## src/rtl/gpio_in_debounce_ahb.sv

```systemverilog
// Debounced GPIO inputs with sticky edge flags, a level interrupt and an AHB-Lite slave port.
// Define GPIO_FALL_EDGE_EN to also latch falling edges in EDGE/IE bits [2*WIDTH-1:WIDTH].
module gpio_in_debounce_ahb #(
    parameter int unsigned WIDTH     = 3,
    parameter int unsigned DB_CYCLES = 48000,
    parameter int unsigned CNT_W     = 16
) (
    input  logic             HCLK,
    input  logic             HRESET,
    input  logic [WIDTH-1:0] pin_in,
    input  logic             HSEL,
    input  logic [7:0]       HADDR,
    input  logic [1:0]       HTRANS,
    input  logic             HWRITE,
    input  logic             HREADY,
    input  logic [31:0]      HWDATA,
    output logic [31:0]      HRDATA,
    output logic             HREADYOUT,
    output logic             HRESP,
    output logic             irq
);

`ifdef GPIO_FALL_EDGE_EN
    localparam int unsigned EW = 2 * WIDTH;
`else
    localparam int unsigned EW = WIDTH;
`endif

    localparam logic [CNT_W-1:0] DbLast   = CNT_W'(DB_CYCLES - 1);
    localparam logic [1:0]       AddrData = 2'd0;
    localparam logic [1:0]       AddrEdge = 2'd1;
    localparam logic [1:0]       AddrIe   = 2'd2;

    logic [WIDTH-1:0] sync1_q, sync2_q;
    logic [WIDTH-1:0] stable_q, stable_d;
    logic [CNT_W-1:0] cnt_q [WIDTH];
    logic [CNT_W-1:0] cnt_d [WIDTH];
    logic [EW-1:0]    edge_q, edge_d;
    logic [EW-1:0]    ie_q, ie_d;
    logic [1:0]       addr_q, addr_d;
    logic             write_q, write_d;
    logic             valid_q, valid_d;
    logic             irq_q, irq_d;
    logic             accept;
    logic             unused_bits;

    assign unused_bits = ^{HADDR[7:4], HADDR[1:0], HTRANS[0], HWDATA};

    // A level is accepted only after it differs from stable for DB_CYCLES consecutive cycles.
    always_comb begin
        stable_d = stable_q;
        for (int i = 0; i < WIDTH; i++) begin
            cnt_d[i] = '0;
            if (sync2_q[i] != stable_q[i]) begin
                if (cnt_q[i] == DbLast) begin
                    stable_d[i] = sync2_q[i];
                end else begin
                    cnt_d[i] = cnt_q[i] + 1'b1;
                end
            end
        end
    end

    assign accept = HSEL & HTRANS[1] & HREADY;

    always_comb begin
        addr_d  = addr_q;
        write_d = write_q;
        valid_d = valid_q;
        if (accept) begin
            addr_d  = HADDR[3:2];
            write_d = HWRITE;
            valid_d = 1'b1;
        end else if (HREADY) begin
            valid_d = 1'b0;
        end
    end

    // W1C is applied first so that a same-cycle edge set overrides the clear.
    always_comb begin
        edge_d = edge_q;
        ie_d   = ie_q;
        if (valid_q && write_q) begin
            if (addr_q == AddrEdge) edge_d = edge_q & ~HWDATA[EW-1:0];
            if (addr_q == AddrIe)   ie_d   = HWDATA[EW-1:0];
        end
        edge_d[WIDTH-1:0] = edge_d[WIDTH-1:0] | (stable_d & ~stable_q);
`ifdef GPIO_FALL_EDGE_EN
        edge_d[EW-1:WIDTH] = edge_d[EW-1:WIDTH] | (stable_q & ~stable_d);
`endif
        irq_d = |(edge_q & ie_q);
    end

    always_comb begin
        HRDATA = '0;
        if (valid_q && !write_q) begin
            case (addr_q)
                AddrData: HRDATA[WIDTH-1:0] = stable_q;
                AddrEdge: HRDATA[EW-1:0]    = edge_q;
                AddrIe:   HRDATA[EW-1:0]    = ie_q;
                default:  HRDATA            = '0;
            endcase
        end
    end

    assign HREADYOUT = 1'b1;
    assign HRESP     = 1'b0;
    assign irq       = irq_q;

    always_ff @(posedge HCLK) begin
        if (HRESET) begin
            sync1_q  <= '0;
            sync2_q  <= '0;
            stable_q <= '0;
            for (int i = 0; i < WIDTH; i++) cnt_q[i] <= '0;
            edge_q   <= '0;
            ie_q     <= '0;
            addr_q   <= '0;
            write_q  <= 1'b0;
            valid_q  <= 1'b0;
            irq_q    <= 1'b0;
        end else begin
            sync1_q  <= pin_in;
            sync2_q  <= sync1_q;
            stable_q <= stable_d;
            for (int i = 0; i < WIDTH; i++) cnt_q[i] <= cnt_d[i];
            edge_q   <= edge_d;
            ie_q     <= ie_d;
            addr_q   <= addr_d;
            write_q  <= write_d;
            valid_q  <= valid_d;
            irq_q    <= irq_d;
        end
    end

endmodule

```

## config.mk

```make
export PLATFORM = sky130hd
export DESIGN_NAME = gpio_in_debounce_ahb
export DESIGN_NICKNAME = d
export VERILOG_FILES = /design/src/rtl/gpio_in_debounce_ahb.sv
export SDC_FILE = /design/constraint.sdc
export NUM_CORES = 1
export LEC_CHECK = 0
export ABC_AREA = 0
export CAP_MARGIN = 10
export CORE_MARGIN = 8
export CORE_UTILIZATION = 30
export DETAILED_ROUTE_END_ITERATION = 16
export PLACE_DENSITY_LB_ADDON = 0.05
export SLEW_MARGIN = 10
export SYNTH_ARGS = -nofsm -noshare
export SYNTH_HDL_FRONTEND = slang
export SYNTH_SLANG_ARGS = --single-unit
```

## constraint.sdc

```tcl
create_clock -name HCLK -period 4.22 [get_ports HCLK]
set_input_delay 1.055 -clock HCLK [delete_from_list [all_inputs] [get_ports HCLK]]
set_output_delay 1.055 -clock HCLK [all_outputs]
set_load 0.005 [all_outputs]
```

=== After elaboration in Yosys (flattened, before gate mapping) ===
Memories as Yosys holds them, arrays and structs flattened.
Index checks and enable logic that the tools add are counted.

* Equal/unequal tests: 8
* Add/subtract/negate cells: 3
* Bitwise logic cells: 11
* Reductions and logical operators: 7
* Multiplexer cells: 24

{| class="wikitable"
|+ Operator list
! operator !! count
|-
| 16-bit two-way mux || 9
|-
| 16-bit by 1-bit adder with 16-bit output (second input constant) || 3
|-
| 16-bit == test (second input constant) || 3
|-
| 1-bit two-way mux || 11
|-
| 3-bit bitwise AND || 3
|-
| 3-bit two-way mux || 3
|-
| 3-bit one-hot mux with 3 select lines || 1
|-
| 3-bit inverter || 2
|-
| 1-bit inequality test || 3
|-
| 1-bit OR || 3
|-
| 3-bit OR || 1
|-
| 3-bit OR reduction || 1
|-
| 1-bit bitwise AND || 2
|-
| 2-bit by 1-bit == test with 1-bit output (second input constant) || 1
|-
| 2-bit == test (second input constant) || 1
|-
| 1-bit logical AND || 2
|-
| 2-bit logical NOT || 1
|-
| 2-bit AND reduction || 1
|-
| 2-bit nonzero test || 1
|-
| 1-bit logical NOT || 1
|}

* Register bits: 20
* Memories kept: 1
* Word-level logic and storage cells: 63
* Bits of input ports: 50
* Memory bits (writable): 48

{| class="wikitable"
|+ Memory list
! name !! words !! width !! read ports !! clocked after memory_dff !! wr ports !! RTL line !! RTL
|-
| cnt_q || 3 || 16 || 3 || 0 || 3 || 36 || <nowiki>logic [CNT_W-1:0] cnt_q [WIDTH];</nowiki>
|}

=== Logic depth before layout (Yosys ltp) ===
An unclocked memory read counts as a cell.

* Depth in word-level cells: 6
* Depth in mapped cells: 8
* Depth with buffers taken out: 5

=== Least setup slack after synthesis ===
No wires, ideal clock.

* Kind: flip-flop to output port
* Start: reg addr_q[0]
* End: out HRDATA[0]
* Setup slack: 2.223 ns
* Data required time: 3.165 ns
* Stages on the path, launching flop included: 6
* Data arrival time: 0.942 ns
* Path buffers: 1
* Path through: dfxtp_1 -> clkbuf_1 -> mux2i_1 -> nor2_1 -> a21oi_1 -> nor2_1

* Word-level cells in the longest chain between the ends: 3
* Elaborated cells between the ends (all ways): 5
* Those cells by class: eq/ne (2); mux (2); reduce/logical (1)

{| class="wikitable"
|+ Ends and longest elaborated chain
! what !! RTL line !! RTL
|-
| start: declaration || 40 || <nowiki>logic [1:0] addr_q, addr_d;</nowiki>
|-
| start signal: assignment || 129 || <nowiki>addr_q <= addr_d;</nowiki>
|-
| 2-bit == test, or another cell as far along || 97 || <nowiki>case (addr_q)</nowiki>
|-
| 3-bit one-hot mux with 3 select lines * || 97 ||
|-
| 3-bit two-way mux * || 96 || <nowiki>if (valid_q && !write_q) begin</nowiki>
|-
| end: declaration || 17 || <nowiki>output logic [31:0] HRDATA,</nowiki>
|}

Every way passes the cells marked *; elsewhere a longest branch is shown, timed or not.

=== Final worst setup path ===
* Start: reg addr_q[0]
* End: out HRDATA[2]

Same word-level chain as after synthesis.

==> metrics.yaml <==
cp.arrival_ns: 1.80
setup_viol: 0
antenna_found_initial: 0
synthFlopType: "dfxtp_1"
via_per_inst: 4.37
grt_max_degree: 17
regArea_mm2: 0.00136
dr.pass1.iters: 4
final_cell_mix: "nor2_1, dfxtp_1, conb_1"
avgSynthCellArea_um2: 8.87
htreeDepth: 3
status: "completed"
initial_core_util_pct: 30.8
antenna_cells: 0
hold_viol_final: 0
crit_chain: "mux2i_1 -> o22a_1 -> nor2_1 -> clkdlybuf4s50_1"
crit_fanout: 7
post_cts_buffers: 0
die_w_um: 119
fin_nets: 425
worst_path_max_delay_cell: "clkdlybuf4s50_1"
dp_hpwl_um: 4230
synth_edf_count: 0
grtUsageTotal_pct: 8.98
drive_gt1_share_pct: 5.57
power_density_mw_per_mm2: 348
remaining_drc_errors: 0
tightest_slew_ns: 0.569
cts.reportedPaths.clkPinSlew_ns: 0.08
numCtsBuffers: 9
grt_pass1_wl_um: 10500
endpoint_kind: "output pin"
dpl_cell_area_mm2: 0.00334
row_count: 37
peakVddDrop_mv: 0.133
cts-root-buf: "clkbuf_8"
hold_path_class: "reg2reg"
cp.required_ns: 3.16
ys_ff_latch: 68
fin_crit_ns: 2.85
skew_ns: 0.0137
vias: 2243
routedWlPerCell_um: 11.9
ys_seq_area_share_pct: 42.8
postRouteAntennaNets: 0
worstSetupPathType: "reg2out"
syn_inst: 359
slowest_delay_ns: 0.52
die_h_um: 119
clock-sinks: 68
power_leakage_nw: 1.20
multi_input_area_mm2: 0.00159
place_congestion: 0.721
fmax_mhz: 351
grt_pass1_vias: 2198
yosysWarningCount: 0
fillers: 1108
dieArea_mm2: 0.0142
maxSlewViolCount: 0
critPathLaunchType: "flip-flop"
cts_tree: "done"
cts_resized: 0
finalWirelength_um: 6080
port_buffers: 17
synth.distinct_cells: 39
io_pins: 85
fin_area_mm2: 0.00354
core_mm2: 0.0103
timing.final.crit_share_pct: 67.5
synth_area_mm2: 0.00318
drt_iter0_drc: 122
grt_overflow: 0
clkLatencyLatePin_ns: 0.34
cts_max_path_buffers: 2
async_reset_ff_share_pct: 0
rsz0062_at_grt: "no"
max_slew_margin_pct: 62.0
max-cap-violations: 0
setup_tns_ns: 0
syn2layout_area_growth_pct: 11.2
cts_hold_buf: 0
## final timing paths
path,depth (start not counted),start,to,slack [ns]
worst min-delay path,1,sync1_q[2]$_SDFF_PP0_,sync2_q[2]$_SDFF_PP0_,0.44
worst min register to register,1,sync1_q[2]$_SDFF_PP0_,sync2_q[2]$_SDFF_PP0_,0.44
worst max-delay path,4,addr_q[0]$_SDFFE_PP0P_,HRDATA[2],1.37
worst max register to register,5,cnt_q[0][0]$_SDFF_PP0_,cnt_q[0][14]$_SDFF_PP0_,2.12
## cells in the mapped netlist, drive strengths merged (6+ instances only)
master  count  share of area, %
xnor2      23               6.3
nor2       68               8.0
nand2      12               1.4
buf        37               8.5
xor2       20               5.5
and4        6               1.7
nor4        9               2.2
nor2b       7               1.4
mux2i      12               3.8
inv        11               1.3
nand4      17               3.3
clkbuf      8              0.94
nand3      17               2.8
dfxtp      68                43
## kinds of logic (layout without fill, tap and decap cells)
group / after synthesis / count (layout) / share of synthesized area (%)
muxes: 12 / 12 / 3.77
buffers and inverters: 56 / 45 / 10.8
and+or+nand+nor: 163 / 163 / 26.9
other: 2 / 31 / 0.236
adders and majority gates: 3 / 3 / 1.18
xor gates and xnor gates: 43 / 43 / 11.8
DFF: 68 / 68 / 42.8
AOI/OAI and AO/OA: 12 / 12 / 2.59
## stage by stage
step | utilization (%) | setup slack, ns | hold slack [ns] | std cells | power [mW]
floorplan | - | 2.22 | 0.414 | 388 | 0.705
global placement | 32.3 | 1.51 | 0.417 | 497 | 0.701
detailed placement | 32.3 | 1.52 | 0.424 | 497 | 0.701
CTS | 34.3 | 1.35 | 0.444 | 513 | 1.25
global route | 34.3 | 1.25 | 0.457 | 513 | 1.29
finish | 34.3 | 1.37 | 0.439 | 513 | 1.23
## sequential cells by signal, indices dropped and copies added (netlist names)
signal and flops:
addr_q 2, cnt_q 48, sync1_q 3, write_q 1, ie_q 3, edge_q 3, irq 1, stable_q 3
valid_q 1, sync2_q 3
## worst max-delay path: cells and delay by family (launching register included)
| kind | cells | cell delay, ns |
|---|---|---|
| mux | 1 | 0.13 |
| flops | 1 | 0.49 |
| buf+inv | 1 | 0.52 |
| compound gates | 1 | 0.20 |
| simple gates | 1 | 0.11 |
## metal layers
metal / up-vias / wire length, um / track usage [%]
met4: 0 / 83 / 3.56
li1: 1176 / - / -
met3: 7 / 334 / 3.40
met5: - / 0 / 0
met1: 1016 / 3020 / 11.1
met2: 44 / 2650 / 13.8
## layout make-up
type | instances | area share (%)
flip-flops and latches | 68 | 38.4
inverters | 11 | 1.17
multi-input cells | 264 | 44.9
clock buffers | 10 | 3.89
repair buffers | 18 | 5.02
well taps | 136 | 4.81
clock inverters | 6 | 1.80
## report_power, final
part	internal (mW)	switching [mW]	leakage (nW)
registers	0.646	0.00405	0.549
logic	0.0167	0.0196	0.556
clock network	0.288	0.258	0.0983
total	0.951	0.282	1.20
(Power assumes the default switching activity.)
